`src/rtl/uart_pkg.sv`:
```
// Shared definitions for the UART transmit scheduler: FSM state encoding and
// baud code constants understood by the transmitter's baud_select input.
package uart_pkg;

  localparam logic [2:0] S_IDLE      = 3'd0;
  localparam logic [2:0] S_GRANT     = 3'd1;
  localparam logic [2:0] S_WRITE     = 3'd2;
  localparam logic [2:0] S_WAIT_BUSY = 3'd3;
  localparam logic [2:0] S_WAIT_DONE = 3'd4;

  typedef enum logic [2:0] {
    IDLE      = S_IDLE,
    GRANT     = S_GRANT,
    WRITE     = S_WRITE,
    WAIT_BUSY = S_WAIT_BUSY,
    WAIT_DONE = S_WAIT_DONE
  } state_e;

  localparam logic [2:0] BAUD_300    = 3'b000;
  localparam logic [2:0] BAUD_1200   = 3'b001;
  localparam logic [2:0] BAUD_2400   = 3'b010;
  localparam logic [2:0] BAUD_4800   = 3'b011;
  localparam logic [2:0] BAUD_9600   = 3'b100;
  localparam logic [2:0] BAUD_19200  = 3'b101;
  localparam logic [2:0] BAUD_57600  = 3'b110;
  localparam logic [2:0] BAUD_115200 = 3'b111;

endpackage

```
`src/rtl/uart_tx_scheduler_if.sv`:
```
// Requester-side bus of the UART transmit scheduler. The requesters form the
// master side; the scheduler is the slave that acknowledges and reports.
interface uart_tx_scheduler_if #(parameter int N_REQ = 4) ();

  logic [N_REQ-1:0]   req;
  logic [8*N_REQ-1:0] req_data;
  logic [N_REQ-1:0]   req_ack;
  logic [N_REQ-1:0]   tx_done;
  logic               tx_err;
  logic [2:0]         grant_id;
  logic               sched_busy;

  modport master (
    output req, req_data,
    input  req_ack, tx_done, tx_err, grant_id, sched_busy
  );

  modport slave (
    input  req, req_data,
    output req_ack, tx_done, tx_err, grant_id, sched_busy
  );

endinterface

```
`src/rtl/uart_tx_scheduler_rr_arbiter.sv`:
```
// Combinational round-robin pick: the first active request found scanning
// upward from ptr+1 and wrapping modulo N_REQ. ptr itself is checked last,
// so the last-served requester only wins again when nobody else is asking.
module rr_arbiter #(
  parameter int N_REQ = 4
) (
  input  logic [N_REQ-1:0] req,
  input  logic [2:0]       ptr,
  output logic [2:0]       grant,
  output logic             valid
);

  localparam logic [N_REQ-1:0] ONE = {{(N_REQ-1){1'b0}}, 1'b1};

  // Rotating priority scan starting one past the last grant.
  always_comb begin
    grant = 3'd0;
    valid = 1'b0;
    for (int i = 1; i <= N_REQ; i++) begin
      if (!valid && (((req >> ((int'(ptr) + i) % N_REQ)) & ONE) != {N_REQ{1'b0}})) begin
        valid = 1'b1;
        grant = 3'((int'(ptr) + i) % N_REQ);
      end else begin
        valid = valid;
        grant = grant;
      end
    end
  end

endmodule

```
`src/rtl/uart_tx_scheduler.sv`:
```
// Shares one UART transmitter among N_REQ byte producers. A round-robin
// winner's byte is captured, written with a one-cycle Tx_WR, and the frame is
// tracked through Tx_BUSY before the next grant. Transmitter configuration is
// only updated while idle so baud rate and enable never change mid-frame.
module uart_tx_scheduler
  import uart_pkg::*;
#(
  parameter int N_REQ        = 4,
  parameter int BUSY_TIMEOUT = 16
) (
  input  logic                  clk,
  input  logic                  reset,
  uart_tx_scheduler_if.slave    bus,
  input  logic                  enable,
  input  logic [2:0]            baud_cfg,
  output logic [7:0]            Tx_DATA,
  output logic                  Tx_WR,
  output logic                  Tx_EN,
  output logic [2:0]            baud_select,
  input  logic                  Tx_BUSY
);

  localparam int               CNT_W    = $clog2(BUSY_TIMEOUT + 1);
  localparam logic [N_REQ-1:0] ONE      = {{(N_REQ-1){1'b0}}, 1'b1};
  localparam logic [2:0]       LAST_IDX = 3'(N_REQ - 1);

  state_e           state_r;
  logic [2:0]       ptr_r;
  logic [CNT_W-1:0] cnt_r;
  logic [CNT_W-1:0] cnt_next_s;
  logic [2:0]       grant_s;
  logic             valid_s;

  rr_arbiter #(.N_REQ(N_REQ)) u_arb (
    .req   (bus.req),
    .ptr   (ptr_r),
    .grant (grant_s),
    .valid (valid_s)
  );

  // Next value of the Tx_BUSY wait counter.
  always_comb begin
    cnt_next_s = cnt_r + CNT_W'(1);
  end

  // Scheduler FSM; every output is a register updated here.
  always_ff @(posedge clk or negedge reset) begin
    if (!reset) begin
      state_r         <= IDLE;
      ptr_r           <= LAST_IDX;
      cnt_r           <= {CNT_W{1'b0}};
      bus.req_ack     <= {N_REQ{1'b0}};
      bus.tx_done     <= {N_REQ{1'b0}};
      bus.tx_err      <= 1'b0;
      bus.grant_id    <= LAST_IDX;
      bus.sched_busy  <= 1'b0;
      Tx_DATA         <= 8'h00;
      Tx_WR           <= 1'b0;
      Tx_EN           <= 1'b0;
      baud_select     <= BAUD_300;
    end else begin
      bus.req_ack <= {N_REQ{1'b0}};
      bus.tx_done <= {N_REQ{1'b0}};
      bus.tx_err  <= 1'b0;
      Tx_WR       <= 1'b0;
      case (state_r)
        IDLE: begin
          baud_select <= baud_cfg;
          Tx_EN       <= enable;
          if (enable && valid_s) begin
            bus.grant_id   <= grant_s;
            Tx_DATA        <= 8'(bus.req_data >> (8 * int'(grant_s)));
            bus.req_ack    <= ONE << grant_s;
            bus.sched_busy <= 1'b1;
            state_r        <= GRANT;
          end else begin
            bus.sched_busy <= 1'b0;
            state_r        <= IDLE;
          end
        end
        GRANT: begin
          // Tx_DATA has had a cycle to settle; strobe during WRITE.
          Tx_WR   <= 1'b1;
          state_r <= WRITE;
        end
        WRITE: begin
          cnt_r   <= {CNT_W{1'b0}};
          state_r <= WAIT_BUSY;
        end
        WAIT_BUSY: begin
          if (Tx_BUSY) begin
            state_r <= WAIT_DONE;
          end else if (cnt_next_s == CNT_W'(BUSY_TIMEOUT)) begin
            // Transmitter never accepted the frame: report and move on.
            bus.tx_err     <= 1'b1;
            ptr_r          <= bus.grant_id;
            bus.sched_busy <= 1'b0;
            state_r        <= IDLE;
          end else begin
            cnt_r <= cnt_next_s;
          end
        end
        WAIT_DONE: begin
          if (!Tx_BUSY) begin
            bus.tx_done    <= ONE << bus.grant_id;
            ptr_r          <= bus.grant_id;
            bus.sched_busy <= 1'b0;
            state_r        <= IDLE;
          end else begin
            state_r <= WAIT_DONE;
          end
        end
        default: begin
          bus.sched_busy <= 1'b0;
          state_r        <= IDLE;
        end
      endcase
    end
  end

endmodule

```
`src/flat_wrapper.sv`:
```
// flat-port wrapper written by rule: the top's interface ports become plain ports
module uart_tx_scheduler_flat import uart_pkg::*;
#(
  parameter int N_REQ        = 4,
  parameter int BUSY_TIMEOUT = 16
)
  (clk, reset, enable, baud_cfg, Tx_DATA, Tx_WR, Tx_EN, baud_select, Tx_BUSY, bus_req, bus_req_data, bus_req_ack, bus_tx_done, bus_tx_err, bus_grant_id, bus_sched_busy);
  uart_tx_scheduler_if #(.N_REQ(N_REQ)) bus_i ();
  input  logic clk;
  input  logic reset;
  input  logic enable;
  input  logic [2:0] baud_cfg;
  output logic [7:0] Tx_DATA;
  output logic Tx_WR;
  output logic Tx_EN;
  output logic [2:0] baud_select;
  input  logic Tx_BUSY;
  input wire logic [$bits(bus_i.req)-1:0] bus_req;
  input wire logic [$bits(bus_i.req_data)-1:0] bus_req_data;
  output wire logic [$bits(bus_i.req_ack)-1:0] bus_req_ack;
  output wire logic [$bits(bus_i.tx_done)-1:0] bus_tx_done;
  output wire logic [$bits(bus_i.tx_err)-1:0] bus_tx_err;
  output wire logic [$bits(bus_i.grant_id)-1:0] bus_grant_id;
  output wire logic [$bits(bus_i.sched_busy)-1:0] bus_sched_busy;
  assign bus_i.req = bus_req;
  assign bus_i.req_data = bus_req_data;
  assign bus_req_ack = bus_i.req_ack;
  assign bus_tx_done = bus_i.tx_done;
  assign bus_tx_err = bus_i.tx_err;
  assign bus_grant_id = bus_i.grant_id;
  assign bus_sched_busy = bus_i.sched_busy;
  uart_tx_scheduler #(.N_REQ(N_REQ), .BUSY_TIMEOUT(BUSY_TIMEOUT)) u_core (.clk(clk), .reset(reset), .bus(bus_i), .enable(enable), .baud_cfg(baud_cfg), .Tx_DATA(Tx_DATA), .Tx_WR(Tx_WR), .Tx_EN(Tx_EN), .baud_select(baud_select), .Tx_BUSY(Tx_BUSY));
endmodule
```
`config.mk`:
```
export PLATFORM = sky130hd
export DESIGN_NAME = uart_tx_scheduler_flat
export DESIGN_NICKNAME = d
export VERILOG_FILES = /design/src/rtl/uart_pkg.sv /design/src/rtl/uart_tx_scheduler_if.sv /design/src/rtl/uart_tx_scheduler_rr_arbiter.sv /design/src/rtl/uart_tx_scheduler.sv /design/src/flat_wrapper.sv
export SDC_FILE = /design/constraint.sdc
export NUM_CORES = 1
export LEC_CHECK = 0
export ABC_AREA = 1
export ABC_CLOCK_PERIOD_IN_PS = 1800
export BUFFER_PORTS_ARGS = -buffer_cell sky130_fd_sc_hd__buf_2
export CAP_MARGIN = 15
export CORE_MARGIN = 3
export CORE_UTILIZATION = 40
export CTS_BUF_LIST = sky130_fd_sc_hd__clkbuf_2
export DETAILED_ROUTE_END_ITERATION = 12
export PLACE_DENSITY = 0.72
export SLEW_MARGIN = 10
export SYNTH_ARGS = -nofsm -noshare
export SYNTH_HDL_FRONTEND = slang
export SYNTH_SLANG_ARGS = --single-unit
export TNS_END_PERCENT = 50
```
`constraint.sdc`:
```
create_clock -name clk -period 1.8 [get_ports clk]
set_clock_uncertainty 0.1 [all_clocks]
set_input_delay 0 -clock clk [delete_from_list [all_inputs] [get_ports clk]]
set_output_delay 0 -clock clk [all_outputs]
set_load 0.02 [all_outputs]
```
; Yosys cells after proc, flatten, opt, wreduce, memory -nomap -nowiden
; Cells that the tools add are included.
[word_totals]
inputBits = 43
mem_bits_ro = 0
latch_bits = 0
ram_bits = 0
reg_bits = 36
memories = 0
[classes]
mux = 33
bitwise = 5
eq_ne = 10
div = 0
order_cmp = 0
mul = 0
n_addsub = 5
shifts = 7
n_reduce_logical = 19
[op_table]
columns = operator, n
row1 = 4-bit by 32-bit >> shifter with 1-bit output, 4
row2 = 32-bit by 6-bit >> shifter with 8-bit output, 1
row3 = 3-bit 2-to-1 mux, 7
row4 = 4-bit 2-to-1 mux, 4
row5 = 3-bit case mux with 5 select lines, 1
row6 = 1-bit 2-to-1 mux, 13
row7 = 5-bit 2-to-1 mux, 2
row8 = 5-bit case mux with 2 select lines, 1
row9 = 2-bit OR reduction, 5
row10 = 4-bit AND reduction, 2
row11 = 1-bit by 3-bit left shift with 4-bit output (first input constant), 2
row12 = 3-bit by 2-bit equality test with 1-bit output (second input constant), 2
row13 = 2-bit 2-to-1 mux, 3
row14 = 2-bit inequality test (second input constant), 3
row15 = 5-bit by 1-bit adder with 5-bit output (second input constant), 1
row16 = 5-bit equality test (second input constant), 1
row17 = 2-bit by 1-bit adder with 2-bit output (second input constant), 2
row18 = 2-bit adder (second input constant), 2
row19 = 1-bit bitwise AND (first input constant), 4
row20 = 1-bit logical AND, 4
row21 = 1-bit case mux with 4 select lines, 1
row22 = 2-bit case mux with 2 select lines, 1
row23 = 2-bit nonzero test, 2
row24 = 3-bit by 1-bit equality test with 1-bit output (second input constant), 1
row25 = other kinds (8), 10

; Depth between registers and ports, before layout
[logic_depth]
ltp_word = 17
mapped_depth = 17
mapped_depth_nobuf = 14

; Cells and area by module
; From an unflattened synthesis, not the netlist that was laid out.
[hier_totals]
cells_unflattened = 264
area_unflattened_um2 = 2034.5
[by_module_without_submodules]
columns = mod, cells_each, n_inst, seq_area_each_um2, area_per_inst_um2
row1 = uart_tx_scheduler, 210, 1, 930.9, 1751.7
row2 = rr_arbiter, 54, 1, 0.0, 282.8

; Least setup slack after synthesis
; OpenSTA, ideal clock, no wires.
[synth_path]
kind = reg2reg
from = reg u_core.ptr_r[0]
to = reg u_core.Tx_DATA[6]
synth_period_minus_slack_ns = 2.003
path_stages_with_launch = 17
arrival_ns = 1.786
slack_ns = -0.203
path_buffers = 3
required_ns = 1.583
setup_time_ns = 0.117
cell_sequence = dfstp_2 > buf_4 > inv_4 > buf_8 > nand2_2 > nand2_2 > nand2_2 > nand2_2 > nor2_4 > nand3_2 > nand2_4 > nand2_4 > buf_8 > nand2_2 > nand3_1 > nand3_1 > nand2_1
[synth_between]
elab_chain_len = 16
elab_cells_between_ends = 33
cone_classes = 4 x add/sub / 5 x shift / 8 x mux / 4 x bitwise / 12 x reduce/logical
[synth_lines]
columns = element, line_no
row1 = "start, declared", uart_tx_scheduler.sv:28  ; logic [2:0] ptr_r;
row2 = "start signal, assigned", uart_tx_scheduler.sv:96  ; ptr_r <= bus.grant_id;
row3 = "start signal, assigned", uart_tx_scheduler.sv:106  ; ptr_r <= bus.grant_id;
row4 = branches (longest 16 deep; another with 2-bit by 1-bit adder with 2-bit output), n/a
row5 = "end signal, assigned", uart_tx_scheduler.sv:72  ; Tx_DATA <= 8'(bus.req_data >> (8 * int'(grant_s)));
row6 = "end, declared", uart_tx_scheduler.sv:16  ; output logic [7:0] Tx_DATA,
; Parallel ways; which one is timed is not known.
; A chain may end at the register's enable or synchronous reset.

; Final worst setup path
; Ends and elaborated chain as after synthesis.

==> results.json <==
{
  "grt_antenna_before_repair": 0,
  "fin_hold_ws_ns": 0.1162,
  "synthTopCellsByCount": "sky130_fd_sc_hd__nand2_1, sky130_fd_sc_hd__nand3_1, sky130_fd_sc_hd__dfrtp_1",
  "run_status": "finished, violations left",
  "finalSetupViolations": 16,
  "io_buffer_count": 67,
  "critical_path_arrival_ns": 2.21,
  "synthCells": 263,
  "ys_seq_area_frac": 0.4478,
  "critical_path_start_type": "register",
  "timing.rr.start": "u_core.ptr_r[0]",
  "period_needed_ns": 2.045,
  "gpl.final_weighted_congestion": 0.8553,
  "drc_errors": 0,
  "multiInputGateArea_um2": 1005,
  "cts.sink_count": 35,
  "gr-usage-all-layers": 0.2229,
  "die_w_um": 76.12,
  "min_period_over_period": 1.136,
  "vias": 2269,
  "hold_class": "in -> async",
  "postSynthAreaPerCell_um2": 7.479,
  "synth_nets": 307,
  "synth_ff_type": "sky130_fd_sc_hd__dfrtp_1",
  "placeableCoreArea_um2": 4534,
  "postLayoutSetupSlackWorst_ns": -0.2449,
  "post_synth_main_area_contributors": "sky130_fd_sc_hd__dfrtp_1, sky130_fd_sc_hd__nand2_1, sky130_fd_sc_hd__nand3_1",
  "finalInstanceArea_um2": 3039,
  "critical_path.endpoint_type": "register",
  "cellLeakagePower_nw": 1.654,
  "cp_max_fo": 17,
  "rsz0062_at_grt": "yes",
  "vdd_ir_drop_max_mv": 1.262,
  "power.density_cell_area_nw_per_um2": 1760,
  "die_h_um": 76.12,
  "required_time_at_the_worst_slack_endpoint_ns": 1.96,
  "worst_r2r_path_depth": 14,
  "synth_edf_count": 0,
  "syn2layout_area_growth_pct": 54.52,
  "synthDominantCellAreaShare": 0.3944,
  "drt-initial-drc-count": 164,
  "grt_max_degree": 36,
  "worstMarginPinSlew_ns": 0.7558,
  "clock_tree_from_tritoncts": "built",
  "final_util": 0.6703,
  "cts-buffers-inserted": 5,
  "cap_viol_max_count": 0,
  "r2r-end": "u_core.Tx_DATA[6]",
  "count_of_endpoints_failing_hold_in_the_final_timing_report": 0,
  "final.fill_count": 361,
  "postSynth.asyncResetShare": 1.000,
  "detailed_place.area_um2": 2461,
  "detail_route.vias_per_cell": 4.998,
  "floorplan.die_area_um2": 5794,
  "fmaxAchievable_mhz": 489.0,
  "ys.warnings.count": 0,
  "route.detailed.wl_per_inst_um": 13.83,
  "ioPinCount": 69,
  "grt_overflow_total": 0,
  "drv_slew": 0,
  "ff_latch_area_um2": 880.8,
  "starting_density_of_the_core": 0.4338,
  "critPathKind": "reg -> reg",
  "violations": "setup timing",
  "synth.ff_latch_count": 35,
  "rows": 24,
  "netlist.top_cell.by_area": "sky130_fd_sc_hd__dfrtp_1",
  "netlist-cell-type-count": 25,
  "register_to_register_path_setup_slack_ns": -0.24,
  "clk_latency_ns": 0.36,
  "place.detailed.hpwl_mm": 3.848,
  "antenna_violating_nets_post_route": 0,
  "cts_root_buf": "sky130_fd_sc_hd__clkbuf_2",
  "cts_htree_levels": 2,
  "grt_first_pass_wirelength_mm": 10.49,
  "insertedDiodeCount": 0,
  "routed_wl_mm": 6.280,
  "max-slew-margin-rel": 0.4961,
  "detail_route.first_pass.iterations": 4,
  "ctsLongestPathBuffers": 2,
  "layout-drive-gt1-share": 0.3753,
  "cts.clk_slew.worst_paths_ns": 0.19,
  "preCtsSetupSlack_ns": -0.2256,
  "final_net_count": 432,
  "netlist_area_um2": 1967,
  "yosysMostFrequentCell": "sky130_fd_sc_hd__nand2_1",
  "grt_pass1_vias": 2267
}
## state kept, by name, indices dropped and copies added, names as in the netlist
register,flops
u_core.Tx_DATA,8
u_core.cnt_r,5
u_core.bus.req_ack,4
u_core.bus.tx_done,4
u_core.baud_select,3
u_core.state_r,3
u_core.bus.grant_id,2
u_core.ptr_r,2
u_core.Tx_EN,1
u_core.Tx_WR,1
u_core.bus.sched_busy,1
u_core.bus.tx_err,1
## placed cells by master, fill, tap and decap left out, types with 3 or more instances in the layout
cell type                       count
sky130_fd_sc_hd__buf_6              3
sky130_fd_sc_hd__buf_2             67
sky130_fd_sc_hd__dfstp_2            4
sky130_fd_sc_hd__nand3_1           46
sky130_fd_sc_hd__nor2_1            10
sky130_fd_sc_hd__dlygate4sd3_1     38
sky130_fd_sc_hd__inv_2              4
sky130_fd_sc_hd__inv_1             19
sky130_fd_sc_hd__nor2_4             3
sky130_fd_sc_hd__nand2_2           19
sky130_fd_sc_hd__inv_4              3
sky130_fd_sc_hd__nor3_1             5
sky130_fd_sc_hd__buf_4             15
sky130_fd_sc_hd__dfrtp_1           31
sky130_fd_sc_hd__o21ai_0            8
sky130_fd_sc_hd__nand2_4            5
sky130_fd_sc_hd__clkbuf_2           6
sky130_fd_sc_hd__nand2_1           80
sky130_fd_sc_hd__nand3_2            6
## critical path, stage by stage (launching register included)
cell and delay [ns]:
sky130_fd_sc_hd__dfstp_2 0.63, sky130_fd_sc_hd__inv_4 0.08, sky130_fd_sc_hd__nand2_2 0.06, sky130_fd_sc_hd__nand2_2 0.06
sky130_fd_sc_hd__nand2_1 0.09, sky130_fd_sc_hd__nand2_2 0.07, sky130_fd_sc_hd__nand2_1 0.08, sky130_fd_sc_hd__nand2_2 0.09
sky130_fd_sc_hd__nor2_4 0.11, sky130_fd_sc_hd__nand2_4 0.07, sky130_fd_sc_hd__buf_12 0.15, sky130_fd_sc_hd__nand3_1 0.08
sky130_fd_sc_hd__nand3_1 0.10, sky130_fd_sc_hd__nand3_1 0.09, sky130_fd_sc_hd__nand2_1 0.05
## stage by stage
stage	total power [mW]	TNS, ns	cells
CTS	5.176	-1.871	453
global placement	4.407	-1.893	403
floorplan	3.588	-1.993	263
detailed placement	4.488	-2.967	403
global route	5.791	-4.783	454
finish	5.348	-2.490	454
## worst max-delay path by stage
stage / from / to / slack [ns] / cells after the start
finish: u_core.ptr_r[0] / u_core.Tx_DATA[6] / -0.24 / 14
global route: u_core.ptr_r[0] / u_core.Tx_DATA[6] / -0.39 / 13
CTS: u_core.ptr_r[0] / u_core.Tx_DATA[6] / -0.20 / 13
detailed placement: u_core.ptr_r[0] / u_core.Tx_DATA[5] / -0.23 / 13
global placement: u_core.ptr_r[0] / u_core.Tx_DATA[5] / -0.16 / 14
floorplan: u_core.ptr_r[0] / u_core.Tx_DATA[6] / -0.17 / 16
## power by group
group / switching, mW / internal, mW
combinational: 2.27 / 1.43
clock: 0.267 / 0.0993
sequential: 0.197 / 1.09
## kinds of logic (layout without fill, tap and decap cells)
logic type	Yosys count	after routing	synth area share
buf+inv	35	161	0.09034
flops	35	35	0.4478
compound gates	14	14	0.03880
other cells	1	1	0.001907
fa+ha+maj	1	1	0.006360
xor+xnor	2	2	0.008907
simple gates	175	175	0.4058
## area by class of cell
type,count,area share
multi-input cells,193,0.3306
clock buffers,6,0.009881
inverters,26,0.03458
repair inverters,1,0.002470
clock inverters,2,0.004117
repair buffers,126,0.3018
well taps,65,0.02676
flip-flops and latches,35,0.2898
## routing by layer
layer | routed length (um) | vias to the layer above | track usage
li1 | - | 1088 | -
met1 | 2525 | 1043 | 0.2659
met2 | 3071 | 122 | 0.3901
met3 | 523 | 16 | 0.05556
met4 | 159 | 0 | 0.07790
met5 | 0 | - | 0
## timing repair
item / 4_1_cts / 5_1_grt
setup endpoints to repair: 20 / 24
pin swaps: 2 / 2
gates cloned: 1 / 0
hold buffers: 38 / 0
setup buffers: 3 / 1
resized for setup: 21 / 14
hold endpoints to repair: 58 / 0
(Power assumes the default switching activity.)
